$ cat src/rtl/axi_handshake_pair.sv
// axi_handshake_pair: VALID/READY demonstrator with an incrementing master source
// and a slave sink with programmable ready backpressure and a sequence checker.
module axi_handshake_pair #(
    parameter int                DATA_W     = 32,
    parameter logic [DATA_W-1:0] START_VAL  = 1,
    parameter int                MASTER_GAP = 0,
    parameter int                READY_LAT  = 1,
    parameter int                READY_GAP  = 2
) (
    input  logic              clk,
    input  logic              rst,
    output logic [DATA_W-1:0] m_data,
    output logic              m_valid,
    input  logic              m_ready_in,
    input  logic [DATA_W-1:0] s_data_in,
    input  logic              s_valid_in,
    output logic              s_ready,
    output logic [DATA_W-1:0] rx_data,
    output logic              data_success,
    output logic [15:0]       xfer_count,
    output logic              seq_error
);
    typedef enum logic [1:0] {M_IDLE, M_VALID, M_GAP} m_state_t;
    m_state_t          r_m_state, w_m_next;
    logic              r_m_valid, r_s_ready, r_succ, r_err;
    logic [DATA_W-1:0] r_m_data, r_rx, r_exp;
    logic [15:0]       r_m_gap, r_s_cnt, r_xfer;
    logic              w_m_hs, w_s_hs;
    assign w_m_hs = r_m_valid && m_ready_in;
    assign w_s_hs = s_valid_in && r_s_ready;
    always_comb begin
        w_m_next = (r_m_state == M_IDLE)  ? M_VALID :
                   (r_m_state == M_VALID) ? ((w_m_hs && MASTER_GAP != 0) ? M_GAP : M_VALID) :
                   (r_m_state == M_GAP)   ? ((r_m_gap == 16'd0) ? M_VALID : M_GAP) : M_IDLE;
    end
    // gap counter is preloaded every VALID cycle so it is ready on entry to GAP
    always_ff @(posedge clk) begin
        if (rst) begin
            r_m_state <= M_IDLE;
            r_m_valid <= 1'b0;
            r_m_data  <= START_VAL;
            r_m_gap   <= 16'd0;
        end else begin
            r_m_state <= w_m_next;
            r_m_valid <= (w_m_next == M_VALID);
            r_m_gap   <= (r_m_state == M_VALID) ? 16'(MASTER_GAP - 1) :
                         r_m_gap - 16'(r_m_gap != 16'd0);
            if (w_m_hs)
                r_m_data <= r_m_data + DATA_W'(1);
        end
    end
    // ready is independent of valid; the reset cycle itself is not counted in the latency
    always_ff @(posedge clk) begin
        if (rst) begin
            r_s_ready <= 1'b0;
            r_s_cnt   <= 16'(READY_LAT);
            r_rx      <= '0;
            r_succ    <= 1'b0;
            r_xfer    <= 16'd0;
            r_err     <= 1'b0;
            r_exp     <= START_VAL;
        end else begin
            r_succ <= w_s_hs;
            if (w_s_hs) begin
                r_s_ready <= (READY_GAP == 0);
                r_s_cnt   <= 16'(READY_GAP - 1);
                r_rx      <= s_data_in;
                r_xfer    <= r_xfer + 16'd1;
                r_err     <= r_err || (s_data_in != r_exp);
                r_exp     <= s_data_in + DATA_W'(1);
            end else if (!r_s_ready) begin
                r_s_ready <= (r_s_cnt == 16'd0);
                r_s_cnt   <= r_s_cnt - 16'(r_s_cnt != 16'd0);
            end
        end
    end
    assign m_data       = r_m_data;
    assign m_valid      = r_m_valid;
    assign s_ready      = r_s_ready;
    assign rx_data      = r_rx;
    assign data_success = r_succ;
    assign xfer_count   = r_xfer;
    assign seq_error    = r_err;
endmodule

$ cat config.mk
export PLATFORM = sky130hd
export DESIGN_NAME = axi_handshake_pair
export DESIGN_NICKNAME = d
export VERILOG_FILES = /design/src/rtl/axi_handshake_pair.sv
export SDC_FILE = /design/constraint.sdc
export NUM_CORES = 1
export LEC_CHECK = 0
export ABC_CLOCK_PERIOD_IN_PS = 2700
export BUFFER_PORTS_ARGS = -buffer_cell sky130_fd_sc_hd__buf_2
export CORE_MARGIN = 1.5
export CORE_UTILIZATION = 40
export DETAILED_ROUTE_END_ITERATION = 6
export HOLD_SLACK_MARGIN = 0.08
export PLACE_DENSITY = 0.63
export SYNTH_ARGS = -nofsm -noshare
export SYNTH_HDL_FRONTEND = slang
export SYNTH_SLANG_ARGS = --single-unit
$ cat constraint.sdc
create_clock -name clk -period 2.7 [get_ports clk]
set_input_delay 0.675 -clock clk [delete_from_list [all_inputs] [get_ports clk]]
set_output_delay 0.675 -clock clk [all_outputs]
set_load 0.02 [all_outputs]
Yosys cells after proc, flatten, opt, wreduce, memory -nomap -nowiden

Cells that the tools add are included.

Latch bits: 0
Memory bits (read-only): 0
Bits in writable memories: 0
Bits in registers: 150
Word-level logic and storage cells: 35
Bits of input ports: 36
Memories: 0

Reductions and logical operators: 9
Muxes and demuxes: 6
Bitwise operators: 0
Multiply operators: 0
Add/subtract/negate cells: 5
Div/mod/pow operators: 0
Order comparisons: 0
Equal/unequal tests: 4
Shift-type cells: 0

Operator list:

| operator                                                               | count |
|---|---|
| 32-bit by 1-bit adder with 32-bit output (second input constant)       | 2 |
| 16-bit logical NOT                                                     | 2 |
| 32-bit inequality test                                                 | 1 |
| 16-bit nonzero test                                                    | 2 |
| 16-bit by 1-bit subtractor with 16-bit output                          | 2 |
| 16-bit by 1-bit adder with 16-bit output (second input constant)       | 1 |
| 16-bit two-way mux                                                     | 1 |
| 2-bit two-way mux                                                      | 4 |
| 2-bit by 1-bit equality test with 1-bit output (second input constant) | 2 |
| 2-bit equality test (second input constant)                            | 1 |
| 1-bit logical AND                                                      | 2 |
| 2-bit logical NOT                                                      | 1 |
| 2-bit OR reduction                                                     | 1 |
| 1-bit logical OR                                                       | 1 |
| 1-bit two-way mux                                                      | 1 |

Longest topological paths before layout

Word-level depth: 6
Mapped depth: 10
Mapped depth without buffers: 10

Worst setup path after synthesis

OpenSTA, ideal clock, no wires.

Path kind: reg2reg
Start: register r_s_cnt[4]
End: register r_s_cnt[10]
Path buffers: 0
Path slack: 0.270 ns
Stages on the path, launching flop included: 11
Clock period less this slack: 2.430 ns
Arrival time: 2.302 ns
Cells stage by stage: dfxtp_1 > or4_1 > nor2_1 > nand4_1 > ha_1 > ha_1 > nor2b_1 > nor3b_1 > nor4b_2 > xnor2_1 > nor2_1

Cells in the longest elaborated chain, start to end: 2

Ends and longest elaborated chain:

| item                                            | RTL line | source |
|---|---|---|
| start: declaration                              | 27       | `logic [15:0] r_m_gap, r_s_cnt, r_xfer;` |
| start signal: assignment                        | 56       | `r_s_cnt <= 16'(READY_LAT);` |
| start signal: assignment                        | 66       | `r_s_cnt <= 16'(READY_GAP - 1);` |
| start signal: assignment                        | 73       | `r_s_cnt <= r_s_cnt - 16'(r_s_cnt != 16'd0);` |
| 16-bit nonzero test                             | 73       |  |
| 16-bit by 1-bit subtractor with 16-bit output * | 73       |  |

Mark *: on every way between the ends. The rest lies on a longest branch, timed or not.
A chain may end at the register's enable or synchronous reset.

Worst setup path after layout

Same ends and word-level chain as after synthesis.

==> reports/qor.yml <==
crit_fanout: 6
ys_seq_area_share_pct: 43.4
start_util_pct: 41.3
grt_pass1_vias: 5379
synth_area_um2: 6920
overflow: 0
slew_headroom_pct: 57.0
nFillCells: 1667
syn_avg_cell_area_um2: 8.57
critical_path_arrival_ps: 2820
endpoint_kind: "flip-flop"
min_period_ps: 2510
clock_sinks: 150
path_buf_inv: 0
crit_chain: "or4_1 > nor2_1 > nand4_1 > ha_1 > ha_1 > nor2b_1 > nor3b_2 > nor4b_2 > xnor2_1 > nor2_1"
synth_flop_cell: "dfxtp_1"
wl_per_cell_um: 13.7
status: "finished clean"
dieArea_um2: 18100
antenna_found_initial: 0
drc_errors: 0
synth.distinct_cells: 46
worstMarginPinSlew_ps: 640
crit_slowest_cell: "or4_1"
cts_max_level: 4
rows: 47
rsz0062_at_grt: "no"
cp_top_family: "simple AND/OR/NAND/NOR gates"
hp-class: "reg -> reg"
crit_type: "reg -> reg"
syn_nets: 850
synth-seq-cells: 150
synth_top_family_by_area: "simple AND/OR/NAND/NOR gates"
path_depth: 10
clk_pin_slew_worst_paths_ps: 60
numCtsBuffers: 17
dpl.hpwl_um: 10800
p_leak_nw: 3.32
synth_compound_area_share_pct: 9.26
fin_skew_ps: 6.28
cts.path.max_buffers: 2
io_pins: 120
routed_via_density: 4.99
routabilityCongestion: 0.778
whs_path_depth: 2
power.total_w: 0.00663
fin_crit_sh_pct: 93.0
drv_slew: 0
cts_tree: "done"
drt_iter0_drc: 241
synthMuxAreaShare_pct: 0.470
cap_violations: 0
worstPathRequired_ps: 3010
grt_pass1_wl_um: 26400
fp.dieW_um: 134
worstSetupStartpointType: "flip-flop"
synthAdderAreaFrac_pct: 1.27
drive_above_1_share_pct: 20.3
seqCellArea_um2: 3000
power_density_nw_per_um2: 797
grt_usage_pct: 18.1
netlist.area_leader.share_pct: 43.4
portBuffers: 119
setup_viol: 0
fin_setup_tns_ps: 0
ys_top_cells_by_area: "dfxtp_1 43%, xor2_1 8.9%, xnor2_1 6.2%"
max_freq_ghz: 0.398
ys_warn_count: 0
postRouteAntennaNets: 0
area_growth_pct: 20.4
hold_buffers: 0
async_flop_share_pct: 0
synth_edf_count: 0
die_y_um: 134
core_area_um2: 16800
num-nets-final: 959
cts_setup_buffers: 0
diodes: 0
slowest_delay_ps: 550
finalHoldViolCount: 0
clk_latency_ps: 420
peakVddDrop_uv: 517
multi_input_area_um2: 3680
cts_root_buffer: "clkbuf_16"
post_synth_and_or_nand_nor_area_fraction_pct: 27.1
rr_worst_depth: 10
synth_xor_xnor_area_share_pct: 15.1
yosys.area.top_type: "dfxtp_1"
grt_max_degree: 58
vias: 5734
synthCells: 807
drt_wl_total_um: 15700
drt_pass1_iterations: 4
==> cell usage in the layout, fill, tap and decap left out, types with 22 or more instances in the layout <==
master    count
a211oi_1     22
a21oi_1      58
dfxtp_1     150
nor2_1      105
nand3_1      32
nand2_1     106
xnor2_1      49
buf_2       118
xor2_1       70
==> cell usage after synthesis (16+ instances only) <==
master    number
dfxtp_1      150
nand2_1      106
nor2_1       105
xor2_1        70
a21oi_1       58
xnor2_1       49
nand3_1       32
clkbuf_1      26
a211oi_1      22
inv_1         19
nor4_1        19
nor3_1        17
nand4_1       16
==> worst reg2reg max path: cells and delay by family, from the launching register on <==
kind	cells	cell delay, ps
flops	1	340
fa+ha+maj	2	430
simple gates	7	1500
xor+xnor	1	130
==> report_power, final <==
part	total (W)	internal [W]	leakage [nW]	switching (W)
Clock	0.00240	0.00151	0.292	0.000888
Sequential	0.00275	0.00252	1.22	0.000227
Combinational	0.00149	0.000610	1.80	0.000875
Total	0.00663	0.00464	3.32	0.00199
==> final timing paths <==
check,slack (ps),to,start
setup reg to reg,190,r_s_cnt[10],r_s_cnt[4]
setup / recovery,190,r_s_cnt[10],r_s_cnt[4]
hold / removal,450,rx_data[25],rx_data[25]
hold reg to reg,450,rx_data[25],rx_data[25]
==> what timing repair did <==
item | 4_1_cts | 5_1_grt
hold endpoints to repair | 0 | 0
endpoints found under the setup margin | 0 | 4
gates resized for setup | 0 | 1
==> flip-flops by register name (all words and copies together), names as in the netlist <==
register	cells
data_success	1
m_data	32
m_valid	1
r_exp	32
r_m_gap	16
r_m_state	2
r_s_cnt	16
rx_data	32
s_ready	1
seq_error	1
xfer_count	16
==> metrics by stage <==
step	std cells	setup slack, ps	hold slack [ps]	cell area, um^2	utilization [%]
6_report	1148	188	449	8330	49.7
5_1_grt	1148	4.50	472	8330	49.7
4_1_cts	1148	95.1	447	8320	49.7
3_5_place_dp	1117	105	439	7720	46.1
3_3_place_gp	1117	188	440	7720	46.1
2_1_floorplan	807	270	448	6920	-
==> metal layers <==
metal | track usage [%] | share of wire [%] | vias to the layer above
met1 | 24.4 | 49 | 2650
met5 | 0 | 0 | -
met2 | 27.7 | 44 | 111
met3 | 5.82 | 5.7 | 11
li1 | - | - | 2962
met4 | 5.68 | 1.1 | 0
==> logic make-up after synthesis <==
family | after synthesis
xor+xnor | 119
flops | 150
fa+ha+maj | 7
buf+inv | 59
compound gates | 105
simple gates | 364
mux | 3
==> area by class of cell <==
type / count / share of cell area, %
Inverter: 19 / 0.856
Tap cell: 220 / 3.31
Multi-Input combinational cell: 598 / 44.3
Timing Repair Buffer: 130 / 8.32
Sequential cell: 150 / 36.1
Clock buffer: 22 / 5.69
Clock inverter: 9 / 1.50
Note: power is estimated with default switching activity, not from simulation.
